## config.mk

```make
export PLATFORM = sky130hd
export DESIGN_NAME = awg_frame_parser
export DESIGN_NICKNAME = d
export VERILOG_FILES = /design/src/rtl/awg_frame_parser.sv
export SDC_FILE = /design/constraint.sdc
export NUM_CORES = 1
export LEC_CHECK = 0
export CAP_MARGIN = 10
export CORE_MARGIN = 4
export CORE_UTILIZATION = 61
export DETAILED_ROUTE_END_ITERATION = 10
export PLACE_DENSITY = 0.93
export SKIP_CTS_REPAIR_TIMING = 1
export SLEW_MARGIN = 20
export SYNTH_ARGS = -nofsm -noshare
export SYNTH_HDL_FRONTEND = slang
export SYNTH_SLANG_ARGS = --single-unit
```

## constraint.sdc

```tcl
create_clock -name clk100 -period 4.1 [get_ports clk100]
set_input_delay 0.82 -clock clk100 [delete_from_list [all_inputs] [get_ports clk100]]
set_output_delay 0.82 -clock clk100 [all_outputs]
set_load 0.03 [all_outputs]
```

## src/rtl/awg_frame_parser.sv

```systemverilog
// ---------------------------------------------------------------------------
// awg_frame_parser
//
// Sits between the FTDI RX AXI-stream and the AWG sample FIFO writer. It
// parses a per-frame header (magic byte, trigger mode byte, 32-bit
// little-endian length) and then passes exactly <length> payload bytes
// downstream, with tlast on the final byte. Frames longer than MAX_LEN are
// drained and not forwarded. Stray bytes, oversize frames, stalled frames
// and corrupted state all raise a sticky error. After any of these the
// parser resynchronises on the next magic byte.
//
// Ports
//   clk100        in   1   system clock
//   rstn_async    in   1   asynchronous active-low reset
//   rx_tvalid     in   1   upstream byte valid
//   rx_tdata      in   8   upstream byte
//   rx_tready     out  1   upstream ready (follows out_tready during payload)
//   out_tvalid    out  1   payload byte valid
//   out_tdata     out  8   payload byte
//   out_tlast     out  1   last payload byte of frame
//   out_tready    in   1   downstream ready
//   trigger_mode  out  8   mode byte of current/last frame
//   frame_len     out  32  length field of current/last frame
//   frame_start   out  1   one-cycle pulse after an accepted header
//   frame_done    out  1   one-cycle pulse after the last payload byte or a
//                          zero-length header
//   error         out  1   sticky error flag
//   error_clr     in   1   synchronous clear of error (beats a same-cycle set)
//   state_dbg     out  3   current state encoding
//
// The payload path is a zero-latency combinational pass-through, so that
// the FIFO writer sees no extra pipeline stage. All other outputs are
// registered.
// ---------------------------------------------------------------------------
module awg_frame_parser #(
    parameter logic [7:0]  MAGIC          = 8'hA5,
    parameter logic [31:0] MAX_LEN        = 32'd16384,
    parameter int unsigned TIMEOUT_CYCLES = 1_000_000
) (
    input  logic        clk100,
    input  logic        rstn_async,
    input  logic        rx_tvalid,
    input  logic [7:0]  rx_tdata,
    output logic        rx_tready,
    output logic        out_tvalid,
    output logic [7:0]  out_tdata,
    output logic        out_tlast,
    input  logic        out_tready,
    output logic [7:0]  trigger_mode,
    output logic [31:0] frame_len,
    output logic        frame_start,
    output logic        frame_done,
    output logic        error,
    input  logic        error_clr,
    output logic [2:0]  state_dbg
);

    localparam logic [2:0]  S_MAGIC   = 3'd0;
    localparam logic [2:0]  S_MODE    = 3'd1;
    localparam logic [2:0]  S_LEN     = 3'd2;
    localparam logic [2:0]  S_PAYLOAD = 3'd3;
    localparam logic [2:0]  S_DRAIN   = 3'd4;

    // The idle counter aborts when it already holds this value and one more
    // idle cycle occurs. That gives exactly TIMEOUT_CYCLES idle cycles.
    localparam logic [31:0] IDLE_LAST = 32'(TIMEOUT_CYCLES - 1);

    logic [2:0]  state_r;
    logic [7:0]  trigger_mode_r;
    logic [31:0] frame_len_r;
    logic [1:0]  byte_idx_r;
    logic [31:0] remaining_r;
    logic [31:0] idle_cnt_r;
    logic        frame_start_r;
    logic        frame_done_r;
    logic        error_r;

    logic        rx_tready_s;
    logic        out_tvalid_s;
    logic [7:0]  out_tdata_s;
    logic        out_tlast_s;
    logic        accept_s;
    logic [31:0] len_full_s;

    logic [2:0]  state_nxt_s;
    logic [7:0]  trigger_mode_nxt_s;
    logic [31:0] frame_len_nxt_s;
    logic [1:0]  byte_idx_nxt_s;
    logic [31:0] remaining_nxt_s;
    logic [31:0] idle_cnt_nxt_s;
    logic        frame_start_nxt_s;
    logic        frame_done_nxt_s;
    logic        error_set_s;

    // Stream handshake: transparent pass-through in payload, always ready elsewhere
    always_comb begin
        rx_tready_s  = 1'b1;
        out_tvalid_s = 1'b0;
        out_tdata_s  = 8'h00;
        out_tlast_s  = 1'b0;
        if (state_r == S_PAYLOAD) begin
            rx_tready_s  = out_tready;
            out_tvalid_s = rx_tvalid;
            out_tdata_s  = rx_tdata;
            out_tlast_s  = (remaining_r == 32'd1);
        end else begin
            rx_tready_s  = 1'b1;
            out_tvalid_s = 1'b0;
            out_tdata_s  = 8'h00;
            out_tlast_s  = 1'b0;
        end
    end

    assign accept_s   = rx_tvalid & rx_tready_s;
    // The length as it will be once the final (most significant) byte lands
    assign len_full_s = {rx_tdata, frame_len_r[23:0]};

    // Next-state, header decode, payload counting and idle timeout
    always_comb begin
        state_nxt_s        = state_r;
        trigger_mode_nxt_s = trigger_mode_r;
        frame_len_nxt_s    = frame_len_r;
        byte_idx_nxt_s     = byte_idx_r;
        remaining_nxt_s    = remaining_r;
        frame_start_nxt_s  = 1'b0;
        frame_done_nxt_s   = 1'b0;
        error_set_s        = 1'b0;
        idle_cnt_nxt_s     = 32'd0;

        case (state_r)
            S_MAGIC: begin
                if (accept_s) begin
                    if (rx_tdata == MAGIC) begin
                        state_nxt_s = S_MODE;
                    end else begin
                        error_set_s = 1'b1;
                    end
                end else begin
                    state_nxt_s = S_MAGIC;
                end
            end
            S_MODE: begin
                if (accept_s) begin
                    trigger_mode_nxt_s = rx_tdata;
                    byte_idx_nxt_s     = 2'd0;
                    state_nxt_s        = S_LEN;
                end else begin
                    state_nxt_s = S_MODE;
                end
            end
            S_LEN: begin
                if (accept_s) begin
                    frame_len_nxt_s[8*byte_idx_r +: 8] = rx_tdata;
                    byte_idx_nxt_s = byte_idx_r + 2'd1;
                    if (byte_idx_r == 2'd3) begin
                        if (len_full_s == 32'd0) begin
                            frame_done_nxt_s = 1'b1;
                            state_nxt_s      = S_MAGIC;
                        end else if (len_full_s <= MAX_LEN) begin
                            frame_start_nxt_s = 1'b1;
                            remaining_nxt_s   = len_full_s;
                            state_nxt_s       = S_PAYLOAD;
                        end else begin
                            error_set_s     = 1'b1;
                            remaining_nxt_s = len_full_s;
                            state_nxt_s     = S_DRAIN;
                        end
                    end else begin
                        state_nxt_s = S_LEN;
                    end
                end else begin
                    state_nxt_s = S_LEN;
                end
            end
            S_PAYLOAD, S_DRAIN: begin
                if (remaining_r == 32'd0) begin
                    // Cannot be reached legitimately; treat as corruption.
                    error_set_s = 1'b1;
                    state_nxt_s = S_MAGIC;
                end else if (accept_s) begin
                    remaining_nxt_s = remaining_r - 32'd1;
                    if (remaining_r == 32'd1) begin
                        frame_done_nxt_s = (state_r == S_PAYLOAD);
                        state_nxt_s      = S_MAGIC;
                    end else begin
                        state_nxt_s = state_r;
                    end
                end else begin
                    state_nxt_s = state_r;
                end
            end
            default: begin
                error_set_s = 1'b1;
                state_nxt_s = S_MAGIC;
            end
        endcase

        // A downstream stall with data waiting upstream does not count as idle.
        if ((state_r == S_MAGIC) || accept_s ||
            ((state_r == S_PAYLOAD) && rx_tvalid)) begin
            idle_cnt_nxt_s = 32'd0;
        end else if (idle_cnt_r == IDLE_LAST) begin
            idle_cnt_nxt_s = 32'd0;
            error_set_s    = 1'b1;
            state_nxt_s    = S_MAGIC;
        end else begin
            idle_cnt_nxt_s = idle_cnt_r + 32'd1;
        end
    end

    // State, header fields, counters and pulse registers
    always_ff @(posedge clk100 or negedge rstn_async) begin
        if (!rstn_async) begin
            state_r        <= S_MAGIC;
            trigger_mode_r <= 8'h00;
            frame_len_r    <= 32'd0;
            byte_idx_r     <= 2'd0;
            remaining_r    <= 32'd0;
            idle_cnt_r     <= 32'd0;
            frame_start_r  <= 1'b0;
            frame_done_r   <= 1'b0;
        end else begin
            state_r        <= state_nxt_s;
            trigger_mode_r <= trigger_mode_nxt_s;
            frame_len_r    <= frame_len_nxt_s;
            byte_idx_r     <= byte_idx_nxt_s;
            remaining_r    <= remaining_nxt_s;
            idle_cnt_r     <= idle_cnt_nxt_s;
            frame_start_r  <= frame_start_nxt_s;
            frame_done_r   <= frame_done_nxt_s;
        end
    end

    // Sticky error flag; the clear has priority over a same-cycle set
    always_ff @(posedge clk100 or negedge rstn_async) begin
        if (!rstn_async) begin
            error_r <= 1'b0;
        end else if (error_clr) begin
            error_r <= 1'b0;
        end else if (error_set_s) begin
            error_r <= 1'b1;
        end else begin
            error_r <= error_r;
        end
    end

    assign rx_tready    = rx_tready_s;
    assign out_tvalid   = out_tvalid_s;
    assign out_tdata    = out_tdata_s;
    assign out_tlast    = out_tlast_s;
    assign trigger_mode = trigger_mode_r;
    assign frame_len    = frame_len_r;
    assign frame_start  = frame_start_r;
    assign frame_done   = frame_done_r;
    assign error        = error_r;
    assign state_dbg    = state_r;

endmodule
```

==> results.sh, run 1 <==
export IMPL_final_hold_viol_count=0
export IMPL_grt_antenna_before_repair=0
export IMPL_fin_setup_tns_ps=0
export IMPL_worst_slack_ps=306.8
export IMPL_die_area_um2=11640
export IMPL_dpl_cell_area_um2=6918
export IMPL_die_h_um=107.9
export IMPL_final_max_slew_violation_count=0
export IMPL_critPathSlowestCell="clkdlybuf4s50_1"
export IMPL_num_vias=5918
export IMPL_end_kind="output pin"
export IMPL_wl_per_cell_um=19.19
export IMPL_diodes=0
export IMPL_rsz0062_at_grt="no"
export IMPL_min_period_ps=3793
export IMPL_grt_usage_pct=31.46
export IMPL_nNetsFinal=796
export IMPL_cts_buffers=9
export IMPL_start_util_pct=62.56
export IMPL_io_buffers=69
export IMPL_cts_root_buf="clkbuf_8"
export IMPL_instances_no_fill=912
export IMPL_layout_cells_most_common_list="nand2_1 (130), dfrtp_1 (112), nor2_1 (80)"
export IMPL_p_per_area_nw_per_um2=540.4
export IMPL_place_congestion=0.9673
export IMPL_slew_headroom_pct=30.45
export IMPL_ys_seq_elements=112
export IMPL_cp_start_kind="flip-flop"
export IMPL_htreeDepth=3
export IMPL_die_w_um=107.9
export IMPL_drc=0
export IMPL_synth_edf_count=0
export IMPL_maxCapViolations=0
export IMPL_p_leak_nw=2.873
export IMPL_cts_tree="built"
export IMPL_max_stage_delay_ps=680
export IMPL_status="finished clean"
export IMPL_insertion_delay_ps=390
export IMPL_finClkSkew_ps=8.596
export IMPL_postRouteAntennaNets=0
export IMPL_syn_inst=715
export IMPL_fin_crit_sh_pct=92.52
export IMPL_path_cells="nor4_2 -> nand2_1 -> nor2_1 -> and3_1 -> clkdlybuf4s50_1"
export IMPL_finish_instance_area_um2=7103
export IMPL_ir_drop_mv=0.3118
export IMPL_clkSinkCount=112
export IMPL_async_reset_ff_share_pct=100.0
export IMPL_syn_to_final_growth_pct=16.69
export IMPL_min_path_type="in2async"
export IMPL_crit_fanout=6
export IMPL_cp_arrival_ps=2970
export IMPL_grt_pass1_wl_um=28590
export IMPL_synth_seq_area_share_pct=46.04
export IMPL_ys_flop_type="dfrtp_1"
export IMPL_dr_pass1_iters=6
export IMPL_avgSynthCellArea_um2=8.513
export IMPL_rows=36
export IMPL_path_class="reg2out"
export IMPL_dp_hpwl_um=12610
export IMPL_fmax_mhz=263.6
export IMPL_mostFrequentLayoutCell="nand2_1"
export IMPL_critPathRequiredTime_ps=3280
export IMPL_power_mw=3.839
export IMPL_post_place_ws_ps=570.6
export IMPL_setup_viol=0
export IMPL_ys_types=61
export IMPL_worst_pin_slew_ps=1041
export IMPL_grt_overflow_total=0
export IMPL_clk_pin_slew_ps=110
export IMPL_dp_cells=896
export IMPL_drt_vias_per_instance=6.489
export IMPL_fin_util_pct=73.01
export IMPL_grt_pass1_vias=5798
export IMPL_synth_nets=737
export IMPL_clockBufferDepth=2
export IMPL_core_area_um2=9729
export IMPL_routed_wl_um=17500
export IMPL_synthesis_area_um2=6087
export IMPL_n_fill_cell=686
export IMPL_drt_iter0_markers=585
export IMPL_drive_above_1_share_pct=6.290
export IMPL_fin_hold_ws_ps=465.6
export IMPL_yosys_warnings=0
export IMPL_num_io_pins=70
export IMPL_grt_max_degree=55
-- path summary, 6_finish.rpt --
kind                       slack (ps)  depth (start not counted)               to            start
hold reg to reg                   490                          2    frame_len[26]    frame_len[26]
hold / removal                    470                          1  trigger_mode[4]       rstn_async
max in group asynchronous        2770                          2  remaining_r[16]       rstn_async
setup reg to reg                  860                          8  remaining_r[24]   remaining_r[0]
setup / recovery                  310                          5        out_tlast  remaining_r[10]
min in group clk100               490                          2    frame_len[26]    frame_len[26]
-- cell usage after synthesis, types with 7 or more instances --
cell type	n	share of area (%)
a21oi_1	31	2.5
a22oi_1	7	0.86
a2bb2oi_1	10	1.4
a31oi_1	9	0.92
and2_1	15	1.5
and3_1	9	0.92
clkbuf_1	31	1.9
dfrtp_1	112	46
ha_1	9	1.8
inv_1	12	0.74
nand2_1	130	8.0
nand3_1	24	2.0
nand4_1	15	1.5
nor2_1	81	5.0
nor3_1	17	1.4
nor4_1	14	1.4
o21ai_0	69	5.7
or4_1	7	0.86
xnor2_1	14	2.0
xor2_1	13	1.9
-- state kept, by name (all words and copies together) (netlist names), 2 cells and up --
name and flops:
trigger_mode 8, frame_len 32, byte_idx_r 2, state_dbg 3
idle_cnt_r 32, remaining_r 32
-- critical path, delay by kind of cell, from the launching register on --
| family | cells | cell delay (ps) |
|---|---|---|
| buf+inv | 1 | 680 |
| simple gates | 4 | 1470 |
| flops | 1 | 460 |
-- kinds of logic after synthesis --
logic type	share of synthesized area [%]
flops	46.04
xor+xnor	3.885
mux	0.4933
fa+ha+maj	2.014
compound gates	15.95
simple gates	28.53
buf+inv	3.083
-- per-layer routing --
metal	wire, µm	global-route usage [%]	vias to the layer above
met5	0	0	-
met4	698	14.88	0
met3	2210	10.02	74
met2	7982	48.05	422
met1	6612	40.74	2785
li1	-	-	2637
-- layout make-up --
class	instances	area [µm²]	share of cell area (%)
clock buffer	9	123.9	1.744
sequential	112	2803	39.46
timing repair buffer	84	800.8	11.27
clock inverter	7	55.05	0.7751
tap	133	166.4	2.343
multi-input combinational	555	3109	43.77
inverter	12	45.04	0.6341
-- power breakdown --
part	leakage (nW)	internal, mW	total, mW	switching (mW)
combinational	1.28	0.586	1.57	0.987
clock	0.0862	0.226	0.620	0.393
sequential	1.50	1.33	1.65	0.318
No activity file was read; power rests on OpenSTA's default activity.
==> run 2, diff against run 1 <==
--- a/config.mk
+++ b/config.mk
@@ -6,6 +6,7 @@
 export NUM_CORES = 1
 export LEC_CHECK = 0
 export CAP_MARGIN = 10
+export CORE_ASPECT_RATIO = 1.2
 export CORE_MARGIN = 4
 export CORE_UTILIZATION = 61
 export DETAILED_ROUTE_END_ITERATION = 10
==> results.sh, run 2 (synthesis gave the netlist of run 1 again) <==
export IMPL_num_io_pins=70
export IMPL_die_h_um=117.4
export IMPL_grt_max_degree=59
export IMPL_p_per_area_nw_per_um2=568.5
export IMPL_die_area_um2=11650
export IMPL_routed_wl_um=17950
export IMPL_crit_fanout=5
export IMPL_seq_area_um2=2803
export IMPL_clkSinkCount=112
export IMPL_cts_tree="built"
export IMPL_drc=0
export IMPL_cpLargestDelayFamily="simple AND/OR/NAND/NOR gates"
export IMPL_grt_overflow_total=0
export IMPL_layout_cells_most_common_list="nand2_1 (130), dfrtp_1 (112), nor2_1 (80)"
export IMPL_n_fill_cell=643
export IMPL_drt_vias_per_instance=6.693
export IMPL_p_leak_nw=2.941
export IMPL_r2r_slack_ps=1090
export IMPL_dp_cells=889
export IMPL_instances_no_fill=905
export IMPL_cp_start_kind="flip-flop"
export IMPL_fin_crit_sh_pct=91.02
export IMPL_finish_instance_area_um2=7223
export IMPL_grt_pass1_vias=5900
export IMPL_path_cells="or4_1 -> nor4_1 -> and2_1 -> and3_1 -> clkdlybuf4s50_1"
export IMPL_cts_root_buf="clkbuf_16"
export IMPL_crit_buf_inv=1
export IMPL_drt_iter0_markers=644
export IMPL_fin_util_pct=75.14
export IMPL_slew_headroom_pct=33.27
export IMPL_drive_above_1_share_pct=6.522
export IMPL_fin_setup_tns_ps=0
export IMPL_io_buffers=69
export IMPL_worst_pin_slew_ps=998.8
export IMPL_num_vias=6057
export IMPL_wl_per_cell_um=19.83
export IMPL_fmax_mhz=268.0
export IMPL_grt_pass1_wl_um=29120
export IMPL_multi_input_area_um2=3108
export IMPL_critPathSlowestCell="clkdlybuf4s50_1"
export IMPL_die_w_um=99.19
export IMPL_syn_to_final_growth_pct=18.66
export IMPL_cp_arrival_ps=2910
export IMPL_clk_pin_slew_ps=70
export IMPL_insertion_delay_ps=360
export IMPL_finClkSkew_ps=10.82
export IMPL_path_class="reg2out"
export IMPL_grt_usage_pct=30.93
export IMPL_dpl_cell_area_um2=6928
export IMPL_final_hold_viol_count=0
export IMPL_start_util_pct=63.32
export IMPL_ir_drop_mv=0.3772
export IMPL_post_place_ws_ps=627.6
export IMPL_mostFrequentLayoutCell="nand2_1"
export IMPL_min_path_type="reg2reg"
export IMPL_power_mw=4.107
export IMPL_dr_pass1_iters=6
export IMPL_htreeDepth=3
export IMPL_worst_slack_ps=368.3
export IMPL_final_max_slew_violation_count=0
export IMPL_core_area_um2=9613
export IMPL_cts_buffers=9
export IMPL_maxCapViolations=0
export IMPL_place_congestion=0.9455
export IMPL_setup_viol=0
export IMPL_grt_antenna_before_repair=0
export IMPL_postRouteAntennaNets=0
export IMPL_rr_startpoint="remaining_r[0]"
export IMPL_critPathRequiredTime_ps=3280
export IMPL_status="finished clean"
export IMPL_clockBufferDepth=2
export IMPL_rows=39
export IMPL_diodes=0
export IMPL_dp_hpwl_um=12220
export IMPL_nNetsFinal=799
export IMPL_end_kind="output pin"
export IMPL_rsz0062_at_grt="no"
export IMPL_hold_start="trigger_mode[1]"
export IMPL_min_period_ps=3732
export IMPL_cp_startpoint="remaining_r[28]"
export IMPL_fin_hold_ws_ps=484.3
export IMPL_max_stage_delay_ps=680
run 2: power by group:
part / total, mW / internal (mW) / switching (mW) / leakage, nW
Clock: 0.876 / 0.452 / 0.424 / 0.140
Combinational: 1.59 / 0.592 / 0.994 / 1.30
Sequential: 1.64 / 1.33 / 0.315 / 1.50
Total: 4.11 / 2.37 / 1.73 / 2.94
run 2: worst paths after layout:
kind / to / cells past startpoint
min in group asynchronous: idle_cnt_r[29] / 1
setup reg to reg: remaining_r[13] / 9
hold / removal: trigger_mode[1] / 2
setup / recovery: out_tlast / 5
hold reg to reg: trigger_mode[1] / 2
max in group asynchronous: remaining_r[25] / 2
run 2: cell type report:
class                           count  share of cell area (%)
Multi-Input combinational cell    555                   43.03
Sequential cell                   112                   38.80
Timing Repair Buffer               87                   11.40
Clock buffer                       12                   3.551
Tap cell                          123                   2.131
Inverter                           12                  0.6236
Clock inverter                      4                  0.4677
run 2: layer usage:
layer	wire, µm	up-vias	track usage [%]
met4	959	0	15.20
met3	1763	93	5.879
met5	0	-	0
li1	-	2654	-
met2	8561	456	50.21
met1	6662	2854	39.38
run 2: worst register-to-register path, stage by stage, from the launching register on:
cell and delay (ps):
dfrtp_1 470, inv_1 90, ha_1 210, nor3b_1 530, o2111a_1 380, and4_1 310
a211o_2 550, buf_4 250, o21ai_0 80, o21ai_1 70
==> run 3, diff against run 2 <==
--- a/config.mk
+++ b/config.mk
@@ -7,7 +7,7 @@
 export LEC_CHECK = 0
 export CAP_MARGIN = 10
 export CORE_ASPECT_RATIO = 1.2
-export CORE_MARGIN = 4
+export CORE_MARGIN = 5
 export CORE_UTILIZATION = 61
 export DETAILED_ROUTE_END_ITERATION = 10
 export PLACE_DENSITY = 0.93
==> results.sh, run 3 (synthesis gave the netlist of run 1 again) <==
export IMPL_min_path_type="in2async"
export IMPL_n_fill_cell=685
export IMPL_htreeDepth=3
export IMPL_use_met1_pct=38.75
export IMPL_drive_above_1_share_pct=6.162
export IMPL_power_mw=4.120
export IMPL_clk_pin_slew_ps=80
export IMPL_status="finished clean"
export IMPL_num_vias=5889
export IMPL_finClkSkew_ps=9.832
export IMPL_cp_start_kind="flip-flop"
export IMPL_critPathRequiredTime_ps=3280
export IMPL_fmax_mhz=257.9
export IMPL_clkSinkCount=112
export IMPL_layout_cells_most_common_list="nand2_1 (130), dfrtp_1 (112), nor2_1 (80)"
export IMPL_crit_fanout=6
export IMPL_p_leak_nw=2.941
export IMPL_mostFrequentLayoutCell="nand2_1"
export IMPL_syn_to_final_growth_pct=18.66
export IMPL_start_util_pct=61.43
export IMPL_routed_wl_um=18020
export IMPL_core_area_um2=9910
export IMPL_postRouteAntennaNets=0
export IMPL_final_hold_viol_count=0
export IMPL_clockBufferDepth=2
export IMPL_rows=40
export IMPL_cp_arrival_ps=3060
export IMPL_num_io_pins=70
export IMPL_min_period_ps=3878
export IMPL_die_area_um2=12090
export IMPL_grt_pass1_wl_um=29780
export IMPL_setup_viol=0
export IMPL_place_congestion=0.9879
export IMPL_seq_area_um2=2803
export IMPL_diodes=0
export IMPL_instances_no_fill=905
export IMPL_drc=0
export IMPL_rsz0062_at_grt="no"
export IMPL_die_h_um=119.4
export IMPL_fin_crit_sh_pct=94.58
export IMPL_path_class="reg2out"
export IMPL_maxCapViolations=0
export IMPL_p_per_area_nw_per_um2=570.4
export IMPL_dr_pass1_iters=6
export IMPL_top_usage_layer="met2"
export IMPL_met2_usage_pct=49.30
export IMPL_dpl_cell_area_um2=6917
export IMPL_grt_overflow_total=0
export IMPL_drt_iter0_markers=543
export IMPL_final_max_slew_violation_count=0
export IMPL_worst_pin_slew_ps=970.1
export IMPL_cts_root_buf="clkbuf_16"
export IMPL_drt_vias_per_instance=6.507
export IMPL_insertion_delay_ps=360
export IMPL_fin_util_pct=72.89
export IMPL_nNetsFinal=797
export IMPL_cts_buffers=9
export IMPL_slew_headroom_pct=35.17
export IMPL_io_buffers=69
export IMPL_end_kind="output pin"
export IMPL_grt_pass1_vias=5961
export IMPL_grt_usage_pct=30.99
export IMPL_grtUsageMet3_pct=6.210
export IMPL_dp_hpwl_um=13010
export IMPL_dp_cells=890
export IMPL_wl_per_cell_um=19.91
export IMPL_ir_drop_mv=0.3448
export IMPL_fin_setup_tns_ps=0
export IMPL_finish_instance_area_um2=7223
export IMPL_grt_max_degree=47
export IMPL_grt_antenna_before_repair=0
export IMPL_cts_tree="built"
export IMPL_die_w_um=101.2
export IMPL_multi_input_area_um2=3108
run 3: area by class of cell:
class | instances | area share, %
multi-input combinational | 555 | 43.03
inverter | 12 | 0.6236
sequential | 112 | 38.80
timing repair buffer | 85 | 11.19
clock buffer | 11 | 3.360
clock inverter | 4 | 0.8141
tap | 126 | 2.183
run 3: metrics by stage:
| step | setup slack (ps) | hold slack (ps) |
|---|---|---|
| detailed placement | 564.3 | 467.0 |
| CTS | 307.4 | 470.5 |
| floorplan | 1473 | 454.7 |
| global route | 39.88 | 502.0 |
| finish | 222.4 | 449.7 |
| global placement | 706.5 | 463.6 |
run 3: worst max-delay path, stage by stage (launching register included):
cell and delay, ps:
dfrtp_1 420, nor4_1 650, nand2_1 370, nor2_1 330, and3_1 260, clkdlybuf4s50_1 680
run 3: final timing paths:
check                      slack [ps]            start  depth (start not counted)              end
min in group clk100               480  trigger_mode[2]                          2  trigger_mode[2]
max                               220   remaining_r[7]                          5        out_tlast
min                               450       rstn_async                          1   idle_cnt_r[15]
max in group asynchronous        2760       rstn_async                          2  remaining_r[17]
max reg2reg                      1080   remaining_r[0]                          8  remaining_r[24]
min reg2reg                       480  trigger_mode[2]                          2  trigger_mode[2]
run 3: power breakdown:
group	internal, mW	switching, mW	total, mW
Sequential	1.33	0.318	1.65
Clock	0.497	0.421	0.918
Combinational	0.585	0.970	1.55
run 3: metal layers:
metal,vias up,wire length [µm]
met4,0,947
met2,341,9052
met1,2827,6541
met5,-,0
met3,89,1476
li1,2632,-
